$ cat config.mk
export PLATFORM = sky130hd
export DESIGN_NAME = step_sequencer
export DESIGN_NICKNAME = d
export VERILOG_FILES = /design/src/rtl/step_seq_pkg.sv /design/src/rtl/wait_watchdog.sv /design/src/rtl/step_sequencer.sv
export SDC_FILE = /design/constraint.sdc
export NUM_CORES = 1
export LEC_CHECK = 0
export BUFFER_PORTS_ARGS = -buffer_cell sky130_fd_sc_hd__buf_2
export CORE_MARGIN = 4
export CORE_UTILIZATION = 35
export DETAILED_ROUTE_END_ITERATION = 12
export GPL_TIMING_DRIVEN = 0
export SKIP_CTS_REPAIR_TIMING = 1
export SLEW_MARGIN = 10
export SYNTH_ARGS = -nofsm -noshare
export SYNTH_HDL_FRONTEND = slang
export SYNTH_SLANG_ARGS = --single-unit
$ cat constraint.sdc
create_clock -name clk -period 4.9 [get_ports clk]
set_clock_uncertainty 0.1 [all_clocks]
set_input_delay 0.49 -clock clk [delete_from_list [all_inputs] [get_ports clk]]
set_output_delay 0.49 -clock clk [all_outputs]
set_load 0.02 [all_outputs]
$ cat src/rtl/step_seq_pkg.sv
// Shared types for the adaptive-step ODE sequencer: FSM state encoding and fail codes.
package step_seq_pkg;

    typedef enum logic [2:0] {
        ST_IDLE,
        ST_LOAD,
        ST_START,
        ST_WAIT,
        ST_READ,
        ST_CAPTURE,
        ST_FINISH,
        ST_FAIL
    } state_e;

    localparam logic [1:0] FAIL_NONE     = 2'd0;
    localparam logic [1:0] FAIL_RETRY    = 2'd1;
    localparam logic [1:0] FAIL_SM_ERROR = 2'd2;
    localparam logic [1:0] FAIL_TIMEOUT  = 2'd3;

endpackage

$ cat src/rtl/wait_watchdog.sv
// Saturating cycle counter for the WAIT state; expired_o flags TIMEOUT_CYCLES elapsed.
module wait_watchdog #(
    parameter int unsigned TIMEOUT_CYCLES = 255
) (
    input  logic clk,
    input  logic rst_n,
    input  logic clear_i,
    input  logic en_i,
    output logic expired_o
);

    localparam int unsigned CW = $clog2(TIMEOUT_CYCLES + 1);

    logic [CW-1:0] cnt_q, cnt_d;
    logic          expired_q, expired_d;

    always_comb begin
        cnt_d = cnt_q;
        if (clear_i) begin
            cnt_d = '0;
        end else if (en_i && (cnt_q != CW'(TIMEOUT_CYCLES))) begin
            cnt_d = cnt_q + CW'(1);
        end
        expired_d = (cnt_d == CW'(TIMEOUT_CYCLES));
    end

    always_ff @(posedge clk or negedge rst_n) begin
        if (!rst_n) begin
            cnt_q     <= '0;
            expired_q <= 1'b0;
        end else begin
            cnt_q     <= cnt_d;
            expired_q <= expired_d;
        end
    end

    assign expired_o = expired_q;

endmodule

$ cat src/rtl/step_sequencer.sv
// Adaptive-step integration controller: drives StepModule, accepts/retries steps,
// advances time, ping-pongs state buffers and clips the last step onto t_end.
module step_sequencer
    import step_seq_pkg::*;
#(
    parameter int unsigned WORD_SIZE      = 16,
    parameter int unsigned ADDRESS_WIDTH  = 4,
    parameter int unsigned MAX_RETRY      = 3,
    parameter int unsigned TIMEOUT_CYCLES = 255,
    parameter int unsigned ITER_WIDTH     = 8
) (
    input  logic                     clk,
    input  logic                     rst,
    input  logic                     go,
    input  logic [WORD_SIZE-1:0]     h_init,
    input  logic [WORD_SIZE-1:0]     t_end,
    input  logic [ADDRESS_WIDTH-1:0] buf_a_addr,
    input  logic [ADDRESS_WIDTH-1:0] buf_b_addr,
    output logic                     sm_init,
    output logic                     sm_start,
    output logic                     sm_read_step,
    output logic [WORD_SIZE-1:0]     sm_step_in,
    output logic [ADDRESS_WIDTH-1:0] x0_address,
    output logic [ADDRESS_WIDTH-1:0] x1_address,
    input  logic                     sm_done,
    input  logic                     sm_proceed,
    input  logic                     sm_error,
    input  logic [WORD_SIZE-1:0]     sm_step_out,
    output logic [WORD_SIZE-1:0]     t_now,
    output logic [ITER_WIDTH-1:0]    iter_count,
    output logic                     busy,
    output logic                     finished,
    output logic                     fail,
    output logic [1:0]               fail_code
);

    localparam int unsigned RW = $clog2(MAX_RETRY + 2);

    state_e                   state_q, state_d;
    logic [WORD_SIZE-1:0]     h_cur_q, h_cur_d;
    logic [WORD_SIZE-1:0]     t_end_q, t_end_d;
    logic [WORD_SIZE-1:0]     t_now_q, t_now_d;
    logic [ITER_WIDTH-1:0]    iter_q, iter_d;
    logic [RW-1:0]            retry_q, retry_d;
    logic [ADDRESS_WIDTH-1:0] x0_q, x0_d, x1_q, x1_d;
    logic [WORD_SIZE-1:0]     step_in_q, step_in_d;
    logic [1:0]               code_q, code_d;
    logic                     init_q, init_d, start_q, start_d, read_q, read_d;
    logic                     busy_q, busy_d, fin_q, fin_d, fail_q, fail_d;

    logic                     wd_clear, wd_en, wd_expired;
    logic [WORD_SIZE:0]       acc_sum, cap_sum;

    wait_watchdog #(
        .TIMEOUT_CYCLES (TIMEOUT_CYCLES)
    ) u_watchdog (
        .clk       (clk),
        .rst_n     (rst),
        .clear_i   (wd_clear),
        .en_i      (wd_en),
        .expired_o (wd_expired)
    );

    // One extra bit keeps time sums from wrapping before compare/saturate
    assign acc_sum = {1'b0, t_now_q} + {1'b0, h_cur_q};
    assign cap_sum = {1'b0, t_now_q} + {1'b0, sm_step_out};

    always_comb begin
        state_d   = state_q;
        h_cur_d   = h_cur_q;
        t_end_d   = t_end_q;
        t_now_d   = t_now_q;
        iter_d    = iter_q;
        retry_d   = retry_q;
        x0_d      = x0_q;
        x1_d      = x1_q;
        step_in_d = step_in_q;
        code_d    = code_q;
        busy_d    = busy_q;
        fin_d     = fin_q;
        fail_d    = fail_q;
        wd_clear  = 1'b0;
        wd_en     = 1'b0;

        case (state_q)
            ST_IDLE, ST_FINISH, ST_FAIL: begin
                if (go) begin
                    t_end_d = t_end;
                    h_cur_d = h_init;
                    x0_d    = buf_a_addr;
                    x1_d    = buf_b_addr;
                    t_now_d = '0;
                    iter_d  = '0;
                    retry_d = '0;
                    code_d  = FAIL_NONE;
                    fin_d   = 1'b0;
                    fail_d  = 1'b0;
                    busy_d  = 1'b1;
                    state_d = ST_LOAD;
                end
            end
            ST_LOAD: state_d = ST_START;
            ST_START: begin
                wd_clear = 1'b1;
                state_d  = ST_WAIT;
            end
            ST_WAIT: begin
                wd_en = 1'b1;
                if (wd_expired) begin
                    code_d  = FAIL_TIMEOUT;
                    state_d = ST_FAIL;
                end else if (sm_done) begin
                    if (sm_error) begin
                        code_d  = FAIL_SM_ERROR;
                        state_d = ST_FAIL;
                    end else if (sm_proceed) begin
                        t_now_d = acc_sum[WORD_SIZE] ? {WORD_SIZE{1'b1}}
                                                     : acc_sum[WORD_SIZE-1:0];
                        iter_d  = (iter_q == {ITER_WIDTH{1'b1}}) ? iter_q
                                                                 : iter_q + ITER_WIDTH'(1);
                        x0_d    = x1_q;
                        x1_d    = x0_q;
                        retry_d = '0;
                        state_d = ST_READ;
                    end else begin
                        retry_d = retry_q + RW'(1);
                        if (retry_q >= RW'(MAX_RETRY)) begin
                            code_d  = FAIL_RETRY;
                            state_d = ST_FAIL;
                        end else begin
                            state_d = ST_READ;
                        end
                    end
                end
            end
            ST_READ: state_d = ST_CAPTURE;
            ST_CAPTURE: begin
                if (t_now_q >= t_end_q) begin
                    state_d = ST_FINISH;
                end else if (cap_sum > {1'b0, t_end_q}) begin
                    h_cur_d = t_end_q - t_now_q;
                    state_d = ST_LOAD;
                end else if (sm_step_out == '0) begin
                    code_d  = FAIL_RETRY;
                    state_d = ST_FAIL;
                end else begin
                    h_cur_d = sm_step_out;
                    state_d = ST_START;
                end
            end
            default: state_d = ST_IDLE;
        endcase

        // Terminal-state status flags, set on entry and held until the next go
        if (state_d == ST_FINISH && state_q != ST_FINISH) begin
            fin_d  = 1'b1;
            busy_d = 1'b0;
        end
        if (state_d == ST_FAIL && state_q != ST_FAIL) begin
            fail_d = 1'b1;
            busy_d = 1'b0;
        end

        // Pulses line up with the state they belong to
        init_d  = (state_d == ST_LOAD);
        start_d = (state_d == ST_START);
        read_d  = (state_d == ST_READ);
        if (state_d == ST_LOAD) begin
            step_in_d = h_cur_d;
        end
    end

    always_ff @(posedge clk or negedge rst) begin
        if (!rst) begin
            state_q   <= ST_IDLE;
            h_cur_q   <= '0;
            t_end_q   <= '0;
            t_now_q   <= '0;
            iter_q    <= '0;
            retry_q   <= '0;
            x0_q      <= '0;
            x1_q      <= '0;
            step_in_q <= '0;
            code_q    <= FAIL_NONE;
            init_q    <= 1'b0;
            start_q   <= 1'b0;
            read_q    <= 1'b0;
            busy_q    <= 1'b0;
            fin_q     <= 1'b0;
            fail_q    <= 1'b0;
        end else begin
            state_q   <= state_d;
            h_cur_q   <= h_cur_d;
            t_end_q   <= t_end_d;
            t_now_q   <= t_now_d;
            iter_q    <= iter_d;
            retry_q   <= retry_d;
            x0_q      <= x0_d;
            x1_q      <= x1_d;
            step_in_q <= step_in_d;
            code_q    <= code_d;
            init_q    <= init_d;
            start_q   <= start_d;
            read_q    <= read_d;
            busy_q    <= busy_d;
            fin_q     <= fin_d;
            fail_q    <= fail_d;
        end
    end

    assign sm_init      = init_q;
    assign sm_start     = start_q;
    assign sm_read_step = read_q;
    assign sm_step_in   = step_in_q;
    assign x0_address   = x0_q;
    assign x1_address   = x1_q;
    assign t_now        = t_now_q;
    assign iter_count   = iter_q;
    assign busy         = busy_q;
    assign finished     = fin_q;
    assign fail         = fail_q;
    assign fail_code    = code_q;

endmodule

Word level (Yosys, flattened, before mapping)
Index checks and enable logic that the tools add are counted.

Register bits: 103. Input bits: 62.

Add/subtract/negate cells: 6. Order comparisons: 3. Eq/ne operators: 29. Mux-type cells: 69. Reduce and logical (&&, ||, !) cells: 22.

Operators by type and width (count): 16-bit 2-to-1 mux (10); 8-bit 2-to-1 mux (8); 16-bit case mux with 2 select lines (2); 4-bit 2-to-1 mux (10); 16-bit by 16-bit adder with 17-bit output (2); 3-bit 2-to-1 mux (11); 2-bit 2-to-1 mux (12); 3-bit equality test (second input constant) (7); 2-bit != test (second input constant) (9); 3-bit case mux with 6 select lines (1); 17-bit by 16-bit greater-than comparator with 1-bit output (1); 8-bit by 1-bit adder with 8-bit output (second input constant) (2); 8-bit equality test (second input constant) (2); 16-bit >= comparator (1); 16-bit logical NOT (1); 4-bit case mux with 2 select lines (2); 8-bit case mux with 2 select lines (1); 16-bit subtractor (1); 1-bit 2-to-1 mux (10); 2-bit nonzero test (5); 3-bit by 2-bit equality test with 1-bit output (second input constant) (3); 3-bit nonzero test (3); 4-bit by 3-bit != test with 1-bit output (second input constant) (2); 8-bit != test (second input constant) (1); 15 further kinds (22).

Logic depth before layout (Yosys ltp)
Gate-level depths: netlist (run 1).

Depth in word-level cells: 11. Gate-level depth with buffers: 23.

By module
Synthesis (run 1) repeated with hierarchy kept, for this count alone.

Cell total of the unflattened synthesis: 877. Area total of the unflattened synthesis: 7763.7 um^2.

By module, submodules not included: step_sequencer (times used 1, cells an instance 825, area each 7201.9 um^2, sequential area each 2352.3 um^2); wait_watchdog (times used 1, cells an instance 52, area each 561.8 um^2, sequential area each 225.2 um^2).

Worst setup path before layout (run 1)
OpenSTA, ideal clock, no wires.

Path type: in2reg. Start point: input port sm_step_out[1]. End point: register step_in_q[10] (netlist: sm_step_in[10]). Arrival time: 4.416 ns. Path slack: 0.259 ns. Stages on the path: 20. Cell sequence: ha_1 a21o_1 a21oi_1 nor2b_1 o21ai_0 a211oi_1 nor3_1 o21ai_0 xor2_1 ha_1 and4_1 nand4_1 a31o_1 a31o_2 and4_4 nor2_2 a32oi_4 nor3_4 buf_6 mux2_4.

Cells in the longest elaborated chain, start to end: 6.

Ends and longest elaborated chain: from (decl) (RTL line step_sequencer.sv:28) `input logic [WORD_SIZE-1:0] sm_step_out,`; 16-bit by 16-bit adder with 17-bit output / 16-bit logical NOT (equally long branches) (RTL line step_sequencer.sv:66, step_sequencer.sv:143); 17-bit by 16-bit greater-than comparator with 1-bit output / 3-bit 2-to-1 mux (equally long branches) (RTL line step_sequencer.sv:140, step_sequencer.sv:143); 3-bit 2-to-1 mux (*) (RTL line step_sequencer.sv:140) `end else if (cap_sum > {1'b0, t_end_q}) begin`; 3-bit 2-to-1 mux (*) (RTL line step_sequencer.sv:138) `if (t_now_q >= t_end_q) begin`; 3-bit case mux with 6 select lines (*) (RTL line step_sequencer.sv:85) `case (state_q)`; named net state_d[2] (RTL line step_sequencer.sv:39) `state_e state_q, state_d;`; 3-bit by 1-bit equality test with 1-bit output (*); named net init_d (RTL line step_sequencer.sv:48) `logic init_q, init_d, start_q, start_d, read_q, read_d;`; to (signal assigned) (RTL line step_sequencer.sv:200) `step_in_q <= step_in_d;`; to (decl) (RTL line step_sequencer.sv:46) `logic [WORD_SIZE-1:0] step_in_q, step_in_d;`.

Mark *: on every way through the listed nets, which the timed path passes. The rest lies on a longest branch. A chain may end at the register's enable or synchronous reset.

Worst setup path in the final report (run 1)
Start point: register t_now_q[1] (netlist: t_now[1]). End point: register step_in_q[4] (netlist: sm_step_in[4]).

Cells in the longest elaborated chain, start to end: 6.

Ends and longest elaborated chain: from (decl) (RTL line step_sequencer.sv:42) `logic [WORD_SIZE-1:0] t_now_q, t_now_d;`; from (signal assigned) (RTL line step_sequencer.sv:195) `t_now_q <= t_now_d;`; 16-bit by 16-bit adder with 17-bit output (RTL line step_sequencer.sv:66) `assign cap_sum = {1'b0, t_now_q} + {1'b0, sm_step_out};`; 17-bit by 16-bit greater-than comparator with 1-bit output (RTL line step_sequencer.sv:140); 3-bit 2-to-1 mux (RTL line step_sequencer.sv:140); 3-bit 2-to-1 mux (*) (RTL line step_sequencer.sv:138); 3-bit case mux with 6 select lines (*) (RTL line step_sequencer.sv:85); named net state_d[2] (RTL line step_sequencer.sv:39); 3-bit by 1-bit equality test with 1-bit output (*) (RTL line step_sequencer.sv:168) `if (state_d == ST_LOAD) begin`.

Marks and branches as above.

==> results of run 1 <==
-- cell usage in the layout, fill, tap and decap left out, drive strengths merged, types with 12 or more instances in the layout --
cell    synthesis  routed
o211ai         12      12
a211oi         13      13
xor2           19      19
nand3          26      27
mux2           16      16
nand2          82      82
nor3           21      21
dfrtp         103     103
o22ai          16      16
nor2           93      93
or3            12      12
clkbuf         22      32
a21o           14      14
o21ai          48      48
buf             4     138
a21oi          52      52
xnor2          26      26
ha             68      68
nand4          12      12
inv            53      57
mux2i          16      16
-- registers in the layout (all words and copies together), names as in the netlist --
name,count
finished,1
h_cur_q,16
sm_start,1
u_watchdog.expired_o,1
fail_code,2
fail,1
sm_read_step,1
u_watchdog.cnt_q,8
sm_step_in,16
t_now,16
x1_address,4
busy,1
state_q,3
t_end_q,16
iter_count,8
x0_address,4
sm_init,1
retry_q,3
-- critical path, stage by stage (launching register included) --
cell,delay (ps)
dfrtp_2,440
ha_1,270
a21o_1,160
a21oi_1,210
nor2b_1,90
o21ai_2,190
a211oi_2,130
nor3_2,150
o21ai_0,150
xor2_1,170
ha_1,330
and4_4,230
nand4_1,130
a31o_1,260
a31o_4,280
and4_4,210
nor2_4,180
a32oi_4,150
nor3_4,260
buf_6,190
mux2_2,330
-- report_power, final --
group | internal, mW | leakage, nW | total [mW] | switching [mW]
Clock | 0.354 | 0.134 | 0.716 | 0.362
Combinational | 2.34 | 2.77 | 5.61 | 3.27
Sequential | 1.21 | 1.28 | 1.52 | 0.315
-- layer usage --
| metal | GRT usage, % | wire (um) | up-vias |
|---|---|---|---|
| met5 | 0 | 0 | - |
| met4 | 6.73 | 651 | 0 |
| met3 | 3.24 | 1440 | 41 |
| met2 | 30.8 | 10700 | 227 |
| met1 | 26.4 | 10700 | 3276 |
| li1 | - | - | 3359 |
-- per-stage QoR --
stage	hold WS (ps)	setup WS (ps)
finish	224	135
floorplan	94.4	259
global placement	359	-695
detailed placement	291	-712
global route	231	-58.2
CTS	-106	-538
-- cell usage after synthesis (3+ instances only) --
master and instances:
nand3_1 25, inv_1 53, nor3_1 20, clkbuf_1 22
o22ai_1 16, fa_1 3, a21o_1 14, o31ai_1 3
nor2_1 92, o21bai_1 5, a21oi_1 50, and3_1 8
a221oi_1 3, mux2_2 7, nor4_1 8, a21boi_0 4
ha_1 68, o211ai_1 12, nand2_1 81, or2_2 8
or3_1 11, o21ai_0 47, mux2i_1 16, and4_1 3
o21a_1 8, o41ai_1 3, nand3b_1 4, xor2_1 19
and2_1 4, a31oi_1 11, nor2b_1 10, a221o_1 3
a211oi_1 12, mux2_4 9, a31o_2 3, xnor2_1 26
nand2b_1 5, dfrtp_1 103, nand4_1 12
-- layout make-up --
| class | count | area (um2) |
|---|---|---|
| fill | 2172 | 12000 |
| timing repair buffer | 135 | 759 |
| multi-input combinational | 668 | 4670 |
| inverter | 53 | 199 |
| sequential | 103 | 2580 |
| tap | 275 | 344 |
| clock inverter | 6 | 51.3 |
| clock buffer | 10 | 229 |
| buffer | 26 | 113 |
-- cell families after synthesis --
logic type	after synthesis	synth area share [%]
fa+ha+maj	71	12.3
xor+xnor	45	5.30
mux	32	5.03
buf+inv	79	4.12
compound gates	219	19.4
simple gates	300	19.2
flops	103	34.7
-- worst min path at each step --
stage / end / slack [ps] / start / cells past startpoint
2_1_floorplan: busy / 90 / rst / 0
3_3_place_gp: finished / 360 / finished / 1
3_5_place_dp: t_end_q[0] / 290 / rst / 1
4_1_cts: t_end_q[0] / -110 / rst / 1
5_1_grt: t_end_q[9] / 230 / t_end[9] / 3
6_report: t_end_q[3] / 220 / t_end[3] / 3
==> flow_summary_export.csv, run 1 <==
group,metric,value,unit
clocking,tritoncts.num_buffers,9,
cells_and_area,stdcell_count,1276,
timing,fmax,0.210,GHz
floorplanning,dieWidth,154,um
synth,netlist_instances,849,
power,ir_drop,0.340,mV
critical_path,startpoint,"t_now[1]",
global_route,grt_max_degree,75,
critical_path,regToRegStartpoint,"t_now[1]",
route,routedWlPerCell,18.5,um
critical_path,crit_arrival,4910,ps
floorplanning,dieArea,23600,um2
synth,syn-num-nets,982,
critical_path,crit_path_end_kind,"register",
critical_path,crit_type,"reg -> reg",
cells_and_area,nets,1129,
cells_and_area,final_util,42.7,%
cells_and_area,design_area,8950,um2
synth,synth.distinct_cells,68,
synth,synthArstFlopShare,100,%
power,power,7.84,mW
floorplanning,start_util,35.5,%
critical_path,cp_max_fo,7,
clocking,cts.sink_count,103,
timing,hold_violations,0,
job,max-cap-violations,0,
place,place_congestion,0.934,
route,vias,6903,
timing,slew_viol_final,0,
cells_and_area,synthToLayoutAreaGrowth,20.4,%
route,drtIter0Drc,417,
critical_path,cp_data_required_time,5040,ps
critical_path,rr_worst_depth,20,
route,finalWirelength,23600,um
place,io_buffers,116,
synth,synth_warnings,0,
timing,setup_viol,0,
synth,yosys-top-cells-area,"dfrtp_1 (35%), ha_1 (11%), nor2_1 (4.6%), nand2_1 (4.1%), a21oi_1 (3.4%)",
floorplanning,core,21000,um2
cells_and_area,drive_gt1_share,21.1,%
critical_path,critPathLaunchType,"register",
floorplanning,die_y,154,um
route,ant_nets,0,
global_route,grt_overflow_total,0,
clocking,tritoncts,"done",
clocking,root_buffer,"clkbuf_16",
timing,fin_crit,4770,ps
floorplanning,rows,53,
synth,yosys.area.top_type_share,34.7,%
power,p_leak,4.19,nW
floorplanning,io_pins,118,
power,p_per_area,876,nW/um2
timing,maxSlewHeadroom,36.7,%
place,post_dp_cell_area,8390,um2
clocking,clk_latency,360,ps
timing,fin_crit_sh,97.3,%
global_route,grt_pass1_vias,6638,
synth,avgSynthCellArea,8.76,um2
synth,ys.flop_type,"dfrtp_1",
critical_path,reg2reg_slack,130,ps
min_path,min_path_type,"in -> reg",
place,hpwl,18300,um
critical_path,r2r-end,"sm_step_in[4]",
timing,tightest_slew,943,ps
synth,synth_top_cell_by_area,"dfrtp_1",
synth,synth-seq-cells,103,
global_route,grt_pass1_wl,36000,um
synth,synth_area,7430,um2
global_route,track_usage,19.3,%
clocking,htreeDepth,3,
synth,synth_edf_count,0,
route,drc_errors,0,
clocking,clk_path_buf_depth,2,
place,dp.cells,1241,
status,status,"complete, no violations",
timing,setup_tns,0,ps
route,via_per_inst,5.41,
global_route,antenna_found_initial,0,
synth,yosysSeqAreaShare,34.7,%
critical_path,endpoint,"sm_step_in[4]",
route,drt_pre_antenna_iters,5,
cells_and_area,antennaDiodeCount,0,
clocking,path_clk_slew,80,ps
No activity file was read; power rests on OpenSTA's default activity.
==> run 2: changes to the inputs <==
--- a/config.mk
+++ b/config.mk
@@ -5,6 +5,7 @@
 export SDC_FILE = /design/constraint.sdc
 export NUM_CORES = 1
 export LEC_CHECK = 0
+export ABC_AREA = 1
 export BUFFER_PORTS_ARGS = -buffer_cell sky130_fd_sc_hd__buf_2
 export CORE_MARGIN = 4
 export CORE_UTILIZATION = 35
==> run 2 against run 1 <==
Against the previous run:
- fmax is 7.3% higher
- register-to-register slack gained 330 ps
- global-route usage about the same
- critical endpoint unchanged
==> flow_summary_export.csv, run 2 <==
group,metric,value,unit
timing,slew_viol_final,0,
critical_path,cp_num_buf_inv,1,
clocking,tritoncts,"done",
status,status,"complete, no violations",
critical_path,rr_worst_depth,27,
global_route,grt_max_degree,60,
place,dp.cells,1505,
synth,yosys-top-cells-area,"dfrtp_1 (33%), nand2_1 (14%), ha_1 (11%), inv_1 (7.0%), o21ai_0 (6.2%)",
critical_path,crit_arrival,4600,ps
synth,syn-num-nets,1240,
synth,synth_area,7900,um2
floorplanning,start_util,35.9,%
global_route,antenna_found_initial,1,
clocking,root_buffer,"clkbuf_16",
cells_and_area,nFillCells,2344,
route,drt_pre_antenna_iters,5,
route,drtIter0Drc,454,
timing,rsz0062_at_grt,"no",
synth,yosysSeqAreaShare,32.6,%
route,ant_nets,0,
timing,fmax,0.225,GHz
clocking,tritoncts.num_buffers,9,
job,max-cap-violations,0,
synth,synth.distinct_cells,47,
critical_path,cp.depth,27,
place,place_congestion,0.923,
critical_path,crit_path_end_kind,"register",
timing,fin_crit,4440,ps
global_route,track_usage,19.3,%
floorplanning,core,22000,um2
critical_path,slowest_stage,"dfrtp_1",
synth,synth_edf_count,0,
synth,synthArstFlopShare,100,%
cells_and_area,antennaDiodeCount,0,
floorplanning,dieArea,25000,um2
cells_and_area,stdcell_count,1520,
place,post_dp_cell_area,8870,um2
synth,avgSynthCellArea,7.14,um2
critical_path,cp_max_fo,10,
synth,yosysMostFrequentCell,"nand2_1",
critical_path,cpPeakStageDelay,440,ps
route,vias,7605,
timing,hold_violations,0,
global_route,grt_pass1_wl,38100,um
clocking,clk_path_buf_depth,2,
cells_and_area,design_area,9180,um2
cells_and_area,drive_gt1_share,13.2,%
floorplanning,rows,54,
place,place_ws,120,ps
timing,fin_crit_sh,90.6,%
critical_path,crit_family,"simple AND/OR/NAND/NOR gates",
cells_and_area,multi_input_area,4640,um2
critical_path,cp_data_required_time,5060,ps
route,routedWlPerCell,15.7,um
cells_and_area,nets,1370,
clocking,htreeDepth,3,
synth,netlist_instances,1107,
place,hpwl,19700,um
synth,ys.flop_type,"dfrtp_1",
floorplanning,io_pins,118,
cells_and_area,synthToLayoutAreaGrowth,16.1,%
route,drc_errors,0,
synth,synth_common_cells,"nand2_1 (293), inv_1 (148), dfrtp_1 (103)",
route,via_per_inst,5.00,
synth,synth-seq-cells,103,
critical_path,crit_type,"reg -> reg",
clocking,path_clk_slew,70,ps
power,p_leak,4.78,nW
clocking,cts.sink_count,103,
floorplanning,die_y,158,um
critical_path,path_common_cell,"nand2_1",
clocking,clk_latency,360,ps
timing,hold_ws,238,ps
route,finalWirelength,23800,um
timing,layout_setup_ws,460,ps
cells_and_area,final_cell_mix,"nand2_1 (293), inv_1 (148), buf_2 (126)",
timing,maxSlewHeadroom,40.9,%
global_route,grt_overflow_total,0,
cells_and_area,final_common_cell,"nand2_1",
timing,setup_viol,0,
power,p_per_area,811,nW/um2
min_path,min_path_type,"in -> reg",
cells_and_area,seqCellArea,2580,um2
place,io_buffers,117,
timing,tightest_slew,880,ps
floorplanning,dieWidth,158,um
timing,setup_tns,0,ps
global_route,grt_pass1_vias,7486,
synth,yosys.area.top_type_share,32.6,%
critical_path,critPathLaunchType,"register",
synth,synth_warnings,0,
power,ir_drop,0.249,mV
min_path,whs_path_depth,3,
synth,synth_top_cell_by_area,"dfrtp_1",
-- run 2: metal layers --
metal  track usage (%)  wire length, um
met5                 0                7
met4              5.08              471
met3              3.53             1130
met2              32.1            11000
met1              26.0            11100
-- run 2: worst min-delay path: stages --
cell and delay, ps:
buf_2 70, nand2_1 40, o21ai_0 50
-- run 2: report_power, final --
part           internal (mW)  switching [mW]  leakage, nW
sequential              1.21           0.346         1.33
combinational           1.79            3.36         3.31
clock                  0.406           0.329        0.142
total                   3.41            4.04         4.78
-- run 2: cell type report --
class                      count  share of cell area (%)
clock buffer                  11                    2.65
clock inverter                 3                   0.477
buffer                        28                    1.40
sequential                   103                    28.1
tap                          280                    3.82
multi-input combinational    827                    50.6
timing repair buffer         119                    6.86
inverter                     149                    6.10
-- run 2: through the flow --
step	utilization [%]	power [mW]
floorplan	-	5.25
global placement	40.1	6.63
detailed placement	40.3	6.70
CTS	41.6	7.47
global route	41.7	8.26
finish	41.7	7.45
-- run 2: worst paths after layout --
kind | slack, ps | end | from
max in group asynchronous | 3510 | u_watchdog.expired_o | rst
hold / removal | 240 | t_end_q[11] | t_end[11]
min in group asynchronous | 520 | t_end_q[12] | rst
setup / recovery | 460 | sm_step_in[4] | t_now[2]
hold reg to reg | 370 | sm_step_in[5] | sm_step_in[5]
setup reg to reg | 460 | sm_step_in[4] | t_now[2]
-- run 2: kinds of logic (layout without fill, tap and decap cells) --
| family | Yosys count | count (layout) | share of synthesized area (%) |
|---|---|---|---|
| adders and majority gates | 71 | 71 | 11.5 |
| xor gates and xnor gates | 38 | 38 | 4.21 |
| AOI/OAI and AO/OA | 216 | 216 | 15.6 |
| buffers and inverters | 177 | 310 | 8.71 |
| and+or+nand+nor | 502 | 502 | 27.3 |
| DFF | 103 | 103 | 32.6 |
